===== src/rtl/div_if.sv =====
// div_if: EX-stage handshake bundle between the pipeline and the divider.
interface div_if;
  logic        flush;
  logic        stall_all;
  logic        start;
  logic        signed_div;
  logic [31:0] a;
  logic [31:0] b;
  logic        div_stall;
  logic        ready;
  logic [63:0] result;
  modport master(output flush, stall_all, start, signed_div, a, b, input div_stall, ready, result);
  modport slave(input flush, stall_all, start, signed_div, a, b, output div_stall, ready, result);
endinterface


===== src/rtl/div_unit.sv =====
// div_unit: 32-cycle radix-2 restoring DIV/DIVU, result {hi=rem, lo=quot}.
// Define DIV_ZERO_FAST_EN to finish divide-by-zero in one cycle.
module div_unit (
  input logic clk,
  input logic rst,
  div_if.slave bus
);
  typedef enum logic [1:0] {IDLE, BUSY, DONE} state_t;
  state_t      r_state, w_next;
  logic [32:0] r_rem;
  logic [31:0] r_q, r_d;
  logic [4:0]  r_cnt;
  logic        r_qs, r_rs, r_dz, r_ready;
  logic [63:0] r_result;
  logic        w_go, w_fast;
  logic [31:0] w_abs_a, w_abs_b, w_qn, w_qf, w_rf;
  logic [32:0] w_sh, w_rn;
  logic [33:0] w_sub;
  logic [63:0] w_res;
  assign w_go    = r_state == IDLE && bus.start && !bus.flush;
  assign w_abs_a = bus.signed_div && bus.a[31] ? -bus.a : bus.a;
  assign w_abs_b = bus.signed_div && bus.b[31] ? -bus.b : bus.b;
`ifdef DIV_ZERO_FAST_EN
  assign w_fast  = w_go && bus.b == 32'd0;
`else
  assign w_fast  = 1'b0;
`endif
  assign w_sh  = {r_rem[31:0], r_q[31]};
  assign w_sub = {1'b0, w_sh} - {2'b0, r_d};
  assign w_rn  = w_sub[33] ? w_sh : w_sub[32:0];
  assign w_qn  = {r_q[30:0], ~w_sub[33]};
  assign w_qf  = r_dz ? 32'hFFFF_FFFF : r_qs ? -w_qn : w_qn;
  // Remainder of x/0 is |x|; restoring its sign reproduces the original dividend.
  assign w_rf  = r_rs ? -w_rn[31:0] : w_rn[31:0];
  assign w_res = r_state == IDLE ? {bus.a, 32'hFFFF_FFFF} : {w_rf, w_qf};
  always_comb begin
    w_next = r_state;
    unique case (r_state)
      IDLE:    w_next = w_go ? (w_fast ? DONE : BUSY) : IDLE;
      BUSY:    w_next = r_cnt == 5'd31 ? DONE : BUSY;
      DONE:    w_next = bus.stall_all ? DONE : IDLE;
      default: w_next = IDLE;
    endcase
    if (bus.flush) w_next = IDLE;
  end
  always_ff @(posedge clk) begin
    if (rst) begin
      r_state  <= IDLE;
      r_rem    <= '0;
      r_q      <= '0;
      r_d      <= '0;
      r_cnt    <= '0;
      r_qs     <= 1'b0;
      r_rs     <= 1'b0;
      r_dz     <= 1'b0;
      r_ready  <= 1'b0;
      r_result <= '0;
    end else begin
      r_state <= w_next;
      r_ready <= w_next == DONE;
      if (w_go) begin
        r_rem <= '0;
        r_q   <= w_abs_a;
        r_d   <= w_abs_b;
        r_cnt <= '0;
        r_qs  <= (bus.a[31] ^ bus.b[31]) & bus.signed_div;
        r_rs  <= bus.a[31] & bus.signed_div;
        r_dz  <= bus.b == 32'd0;
      end else if (r_state == BUSY) begin
        r_rem <= w_rn;
        r_q   <= w_qn;
        r_cnt <= r_cnt + 5'd1;
      end
      if (w_next == DONE && r_state != DONE) r_result <= w_res;
    end
  end
  assign bus.div_stall = w_go || r_state == BUSY;
  assign bus.ready     = r_ready;
  assign bus.result    = r_result;
endmodule

===== src/flat_wrapper.sv =====
// flat-port wrapper written by rule: the top's interface ports become plain ports
module div_unit_flat 
  (clk, rst, bus_flush, bus_stall_all, bus_start, bus_signed_div, bus_a, bus_b, bus_div_stall, bus_ready, bus_result);
  div_if bus_i ();
  input logic clk;
  input logic rst;
  input wire logic [$bits(bus_i.flush)-1:0] bus_flush;
  input wire logic [$bits(bus_i.stall_all)-1:0] bus_stall_all;
  input wire logic [$bits(bus_i.start)-1:0] bus_start;
  input wire logic [$bits(bus_i.signed_div)-1:0] bus_signed_div;
  input wire logic [$bits(bus_i.a)-1:0] bus_a;
  input wire logic [$bits(bus_i.b)-1:0] bus_b;
  output wire logic [$bits(bus_i.div_stall)-1:0] bus_div_stall;
  output wire logic [$bits(bus_i.ready)-1:0] bus_ready;
  output wire logic [$bits(bus_i.result)-1:0] bus_result;
  assign bus_i.flush = bus_flush;
  assign bus_i.stall_all = bus_stall_all;
  assign bus_i.start = bus_start;
  assign bus_i.signed_div = bus_signed_div;
  assign bus_i.a = bus_a;
  assign bus_i.b = bus_b;
  assign bus_div_stall = bus_i.div_stall;
  assign bus_ready = bus_i.ready;
  assign bus_result = bus_i.result;
  div_unit u_core (.clk(clk), .rst(rst), .bus(bus_i));
endmodule

===== config.mk =====
export PLATFORM = sky130hd
export DESIGN_NAME = div_unit_flat
export DESIGN_NICKNAME = d
export VERILOG_FILES = /design/src/rtl/div_if.sv /design/src/rtl/div_unit.sv /design/src/flat_wrapper.sv
export SDC_FILE = /design/constraint.sdc
export NUM_CORES = 1
export LEC_CHECK = 0
export BUFFER_PORTS_ARGS = -buffer_cell sky130_fd_sc_hd__clkbuf_2
export CAP_MARGIN = 20
export CORE_MARGIN = 4
export CORE_UTILIZATION = 54
export DETAILED_ROUTE_END_ITERATION = 12
export PLACE_DENSITY_LB_ADDON = 0.05
export SLEW_MARGIN = 10
export SYNTH_ARGS = -nofsm -noshare
export SYNTH_HDL_FRONTEND = slang
export SYNTH_SLANG_ARGS = --single-unit

===== constraint.sdc =====
create_clock -name clk -period 5.3 [get_ports clk]
set_input_delay 0.265 -clock clk [delete_from_list [all_inputs] [get_ports clk]]
set_output_delay 0.265 -clock clk [all_outputs]
set_load 0.005 [all_outputs]

==> results of run 1 <==
## power breakdown
part,total [W],internal (W),leakage (nW),switching (W)
Clock,0.00133,0.000752,0.293,0.000577
Combinational,0.00168,0.000589,3.50,0.00109
Sequential,0.00139,0.00133,1.39,0.0000544
Total,0.00439,0.00267,5.18,0.00172
## layer usage
metal,track usage,share of wire
met1,0.431,0.46
met2,0.496,0.46
met4,0.0825,0.025
met3,0.0435,0.058
met5,0,0
## registers in the layout (all words and copies together) (netlist names)
name and count:
u_core.r_rem 32, u_core.r_d 32, u_core.r_rs 1, u_core.r_cnt 5, u_core.r_qs 1, u_core.bus.result 64
u_core.bus.ready 1, u_core.r_q 32, u_core.r_state 2, u_core.r_dz 1
## logic make-up (layout without fill, tap and decap cells)
group / Yosys count / after routing
and+or+nand+nor: 589 / 589
AOI/OAI and AO/OA: 490 / 490
DFF: 171 / 171
buffers and inverters: 152 / 238
xor gates and xnor gates: 116 / 116
adders and majority gates: 39 / 39
muxes: 22 / 22
## layout by cell type, fill, tap and decap left out, drive strengths merged, types with 28 or more instances in the layout
cell type	netlist	routed
inv	54	60
dfxtp	171	171
o31ai	28	28
xor2	52	52
o22ai	28	28
a22oi	36	36
xnor2	64	64
nor2	177	177
ha	38	38
o21ai	75	75
nand3	29	29
a211oi	65	65
or3	29	29
clkbuf	64	151
nand2	177	177
a21oi	125	125
nor3	45	45
## area by class of cell
cell class | instances | area share
inverter | 55 | 0.0153
clock inverter | 14 | 0.0135
sequential | 171 | 0.253
tap | 280 | 0.0259
multi-input combinational | 1256 | 0.600
clock buffer | 17 | 0.0315
timing repair buffer | 152 | 0.0602
## worst reg2reg max path: cells and delay by family, from the launching register on
kind / cells / cell delay [ns]
and+or+nand+nor: 5 / 1.33
adders and majority gates: 2 / 0.67
muxes: 1 / 0.21
DFF: 1 / 0.33
buffers and inverters: 1 / 0.05
AOI/OAI and AO/OA: 8 / 2.14
## synth_stat cells, types with 14 or more instances
| library cell | n | area (µm²) |
|---|---|---|
| nor2_1 | 177 | 664 |
| nand2_1 | 176 | 661 |
| dfxtp_1 | 171 | 3420 |
| a21oi_1 | 116 | 581 |
| o21ai_0 | 65 | 325 |
| clkbuf_1 | 64 | 240 |
| xnor2_1 | 64 | 561 |
| a211oi_1 | 61 | 458 |
| inv_1 | 53 | 199 |
| xor2_1 | 51 | 447 |
| nor3_1 | 44 | 220 |
| ha_1 | 38 | 475 |
| a22oi_1 | 36 | 270 |
| or3_1 | 29 | 181 |
| nand3_1 | 28 | 140 |
| o22ai_1 | 28 | 175 |
| o31ai_1 | 26 | 195 |
| a31oi_1 | 20 | 125 |
| nand4_1 | 20 | 125 |
| mux2i_1 | 18 | 180 |
| and2_1 | 17 | 106 |
| or4_1 | 15 | 113 |
| o21a_1 | 14 | 105 |
## through the flow
step,instances,hold slack (ns)
after floorplan,1579,0.344
after global routing,1945,0.149
after CTS,1944,0.116
final,1945,0.125
after global placement,1913,0.438
after detailed placement,1913,0.446
## worst max path at each step
stage,end,slack [ns],cells after the start
final,u_core.bus.result[60]$_SDFFE_PP0P_,0.46,17
after global routing,u_core.bus.result[52]$_SDFFE_PP0P_,0.05,17
after CTS,u_core.bus.result[60]$_SDFFE_PP0P_,0.54,17
after detailed placement,u_core.bus.result[60]$_SDFFE_PP0P_,0.55,16
after global placement,u_core.bus.result[60]$_SDFFE_PP0P_,0.70,16
after floorplan,u_core.bus.result[60]$_SDFFE_PP0P_,0.33,23
==> impl_metrics.yaml, run 1 <==
logic_synthesis:
  syn_area_um2: 12100
  ys_ff_latch: 171
  synth_mux_area_frac: 0.0191
  ys_async_sr_fraction: 0
  synthCells: 1579
  yosysWarningCount: 0
  syn_area_per_cell_um2: 7.69
  synthDistinctLibCells: 105
  synth_compound_area_frac: 0.285
  synth-simple-area-share: 0.236
  yosys.area_share.xor_xnor: 0.0843
  synth_edf_count: 0
  syn_nets: 1688
  synth_fa_ha_area_frac: 0.0408
  ys.flop_type: "dfxtp_1"
  synth_top_family_by_area: "compound AO/OA/AOI/OAI gates"
  synth_seq_area_share: 0.282
route:
  routedWlPerCell_um: 20.0
  wirelength_um: 38900
  drc: 0
  ant_nets: 0
  drtIter0Drc: 1074
  drt_pass1_iterations: 6
  vias: 12200
  viasPerCell: 6.29
status:
  status: "complete, no violations"
worst_setup_path:
  crit_chain: "inv_1 -> ha_1 -> a21oi_2 -> o21ai_2 -> or2_1 -> o211ai_2 -> nand2_4 -> o21ai_0 -> ha_1 -> nand2_1 -> a221oi_1 -> o2111ai_1 -> o32a_4 -> or4_4 -> nor4_2 -> mux2i_1 -> a21oi_1"
  critPathMaxStageDelay_ns: 0.54
  critPathLaunchType: "register"
  reg2reg_from: "u_core.r_d[6]$_SDFFE_PP0P_"
  cp_num_buf_inv: 1
  worstSetupEndpointType: "register"
  cpMaxStageDelayCell: "or4_4"
  cpLargestDelayFamily: "compound AO/OA/AOI/OAI gates"
  cp_data_required_time_ns: 5.60
  reg2reg_slack_ns: 0.46
  crit_start: "u_core.r_d[6]$_SDFFE_PP0P_"
  crit_path_frequent_cell: "ha_1"
  r2r-end: "u_core.bus.result[60]$_SDFFE_PP0P_"
  critPathArrivalTime_ns: 5.14
  crit_type: "register to register"
  crit_fanout: 8
  worstRegToRegCells: 17
clock_network:
  cts.clk_slew.worst_paths_ns: 0.07
  root_buffer: "clkbuf_16"
  postCtsSetupBuffers: 0
  clk_latency_ns: 0.43
  clock_sinks: 171
  cts_hold_buf: 0
  h-tree-depth: 4
  clockBufferDepth: 2
  cts_buffers: 17
  cts_tree: "done"
  cts_resized: 0
cells_and_area:
  finalNetCount: 1762
  register_area_um2: 3420
  fillCellCount: 2038
  final_area_um2: 13500
  diodes: 0
  multi_input_area_um2: 8110
  areaGrowthSynthToFinish_pct: 11.2
  drive_gt1_frac: 0.156
  fin_util: 0.615
placed_design:
  hpwl_um: 29500
  pre_cts_ws_ns: 0.546
  port_buffers: 135
  gp_congestion: 0.949
  placed_area_um2: 12900
sta:
  maxSlewViolCount: 0
  slew-limit-headroom: 0.360
  period_needed_ns: 4.84
  rsz0062_at_grt: "no"
  finalHoldViolations: 0
  fmaxAchievable_mhz: 207
  setup_tns_ns: 0
  fin_crit_sh: 0.913
  tightestPinTransition_ns: 0.960
  setup_ws_ns: 0.461
  setup_viol: 0
  finClkSkew_ns: 0.0150
floorplan:
  dieWidth_um: 158
  dieArea_um2: 25000
  die_height_um: 158
  ios: 136
  coreArea_um2: 22000
  rows: 54
  initial_core_util: 0.553
min_path:
  hold_end: "u_core.r_d[1]$_SDFFE_PP0P_"
  worst_hold_path_type: "input pin to register"
  hold_start: "bus_b[1]"
  hold_path_depth: 3
global_routing:
  grt_max_degree: 87
  antenna_found_initial: 0
  grt_pass1_vias: 11100
  overflow: 0
  grt_pass1_wl_um: 60900
  grt_util_all_layers: 0.307
pwr:
  power_density_nw_per_um2: 325
  p_leak_nw: 5.18
  p_total_w: 0.00439
  max-vdd-ir-drop_mv: 0.201
run:
  cap_violations: 0
(Power assumes the default switching activity.)
==> run 2, diff against run 1 <==
==> constraint.sdc (replaced) <==
create_clock -name clk -period 5.3 [get_ports clk]
set_input_delay 1.06 -clock clk [delete_from_list [all_inputs] [get_ports clk]]
set_output_delay 1.06 -clock clk [all_outputs]
set_load 0.005 [all_outputs]
==> impl_metrics.yaml, run 2 (synthesis results as in run 1) <==
status:
  status: "complete, no violations"
floorplan:
  ios: 136
  dieWidth_um: 158
  coreArea_um2: 22000
  die_height_um: 158
  initial_core_util: 0.553
  dieArea_um2: 25000
  rows: 54
route:
  drc: 0
  wirelength_um: 39300
  ant_nets: 0
  vias: 12300
  routedWlPerCell_um: 20.2
  drtIter0Drc: 977
  drt_pass1_iterations: 7
  viasPerCell: 6.31
sta:
  fmaxAchievable_mhz: 203
  finClkSkew_ns: 0.0201
  rsz0062_at_grt: "no"
  finalHoldViolations: 0
  setup_tns_ns: 0
  slew-limit-headroom: 0.312
  tightestPinTransition_ns: 1.03
  fin_crit_sh: 0.930
  period_needed_ns: 4.93
  setup_viol: 0
  maxSlewViolCount: 0
worst_setup_path:
  reg2reg_from: "u_core.r_d[26]$_SDFFE_PP0P_"
  critPathArrivalTime_ns: 5.22
  crit_fanout: 11
  cp_num_buf_inv: 1
  worstSetupEndpointType: "register"
  cp_data_required_time_ns: 5.59
  crit_chain: "inv_1 -> ha_1 -> a21oi_1 -> o21ai_1 -> a211oi_2 -> o31a_4 -> nand2_4 -> o21ai_0 -> ha_1 -> nand2_1 -> a221oi_1 -> o2111ai_1 -> o32a_4 -> or4_4 -> nor4_2 -> mux2i_1 -> a21oi_1"
  crit_type: "register to register"
  cpMaxStageDelayCell: "or4_4"
  reg2reg_slack_ns: 0.37
  cpLargestDelayFamily: "compound AO/OA/AOI/OAI gates"
  worstRegToRegCells: 17
  critPathLaunchType: "register"
  critPathMaxStageDelay_ns: 0.54
  r2r-end: "u_core.bus.result[60]$_SDFFE_PP0P_"
clock_network:
  cts_tree: "done"
  cts_hold_buf: 0
  postCtsSetupBuffers: 0
  cts_resized: 0
  root_buffer: "clkbuf_16"
  cts_buffers: 17
  clockBufferDepth: 2
  h-tree-depth: 4
  clock_sinks: 171
  cts.clk_slew.worst_paths_ns: 0.07
  clk_latency_ns: 0.45
cells_and_area:
  finalNetCount: 1763
  final_cell_mix: "176 x nor2_1, 175 x nand2_1, 171 x dfxtp_1"
  final_common_cell: "nor2_1"
  fin_util: 0.616
  drive_gt1_frac: 0.157
  largest_reg_flops: 64
  areaGrowthSynthToFinish_pct: 11.5
  diodes: 0
  layout.cells.non_filler: 1947
min_path:
  hold_path_depth: 2
  hold_end: "u_core.bus.result[47]$_SDFFE_PP0P_"
  hold_start: "u_core.bus.result[47]$_SDFFE_PP0P_"
  worst_hold_path_type: "register to register"
run:
  cap_violations: 0
global_routing:
  grt_max_degree: 97
  grt_pass1_wl_um: 61000
  overflow: 0
  antenna_found_initial: 0
  grt_util_all_layers: 0.307
  grt_pass1_vias: 11200
pwr:
  p_leak_nw: 5.19
  max-vdd-ir-drop_mv: 0.249
  power_density_nw_per_um2: 326
placed_design:
  port_buffers: 135
  hpwl_um: 29200
  place_inst: 1914
  gp_congestion: 0.964
run 2: changes by cell type in the layout (fill, tap and decap cells not counted), moves of 2 or more:
| cell | change |
|---|---|
| clkinvlp_4 | -2 |
| clkinv_8 | +3 |
| bufinv_16 | -2 |
| inv_8 | +4 |
run 2: per-stage QoR:
stage	hold WS, ns	instance area, µm²	worst slack [ns]	total power (W)
floorplan	0.432	12100	0.334	0.00262
global placement	0.438	12900	0.649	0.00306
detailed placement	0.449	12900	0.423	0.00306
CTS	0.460	13500	0.405	0.00438
global route	0.476	13500	0.0230	0.00463
finish	0.456	13500	0.370	0.00442
run 2: report_power, final:
group / total, W / leakage [nW] / switching [W] / internal [W]
combinational: 0.00171 / 3.50 / 0.00111 / 0.000593
sequential: 0.00138 / 1.39 / 0.0000533 / 0.00133
clock: 0.00133 / 0.301 / 0.000642 / 0.000684
total: 0.00442 / 5.19 / 0.00181 / 0.00261
run 2: worst max path at each step:
| stage | start | end | slack [ns] | depth (start not counted) |
|---|---|---|---|---|
| floorplan | u_core.r_d[22]$_SDFFE_PP0P_ | u_core.bus.result[60]$_SDFFE_PP0P_ | 0.33 | 23 |
| global placement | u_core.r_d[10]$_SDFFE_PP0P_ | u_core.bus.result[60]$_SDFFE_PP0P_ | 0.65 | 17 |
| detailed placement | u_core.r_rem[17]$_SDFFE_PP0P_ | u_core.bus.result[60]$_SDFFE_PP0P_ | 0.42 | 16 |
| CTS | u_core.r_d[12]$_SDFFE_PP0P_ | u_core.bus.result[60]$_SDFFE_PP0P_ | 0.41 | 17 |
| global route | u_core.r_rem[17]$_SDFFE_PP0P_ | u_core.bus.result[60]$_SDFFE_PP0P_ | 0.02 | 16 |
| finish | u_core.r_d[26]$_SDFFE_PP0P_ | u_core.bus.result[60]$_SDFFE_PP0P_ | 0.37 | 17 |
run 2: worst register-to-register path, stage by stage (launching register included):
cell and delay [ns]:
dfxtp_1 0.33, inv_1 0.05, ha_1 0.41, a21oi_1 0.32, o21ai_1 0.21, a211oi_2 0.32, o31a_4 0.26, nand2_4 0.12
o21ai_0 0.35, ha_1 0.28, nand2_1 0.09, a221oi_1 0.33, o2111ai_1 0.27, o32a_4 0.31, or4_4 0.54, nor4_2 0.28
mux2i_1 0.22, a21oi_1 0.08
run 2: layer usage:
layer	vias to the layer above	part of all wire	GRT usage
li1	5960	-	-
met1	5766	0.45	0.431
met2	482	0.46	0.496
met3	73	0.064	0.0377
met4	0	0.028	0.0959
met5	-	0	0
run 2: area by class of cell:
class / count / area, µm²
Timing Repair Buffer: 153 / 821
Clock buffer: 17 / 425
Fill cell: 2087 / 8420
Clock inverter: 15 / 188
Sequential cell: 171 / 3420
Inverter: 55 / 206
Tap cell: 280 / 350
Multi-Input combinational cell: 1256 / 8120
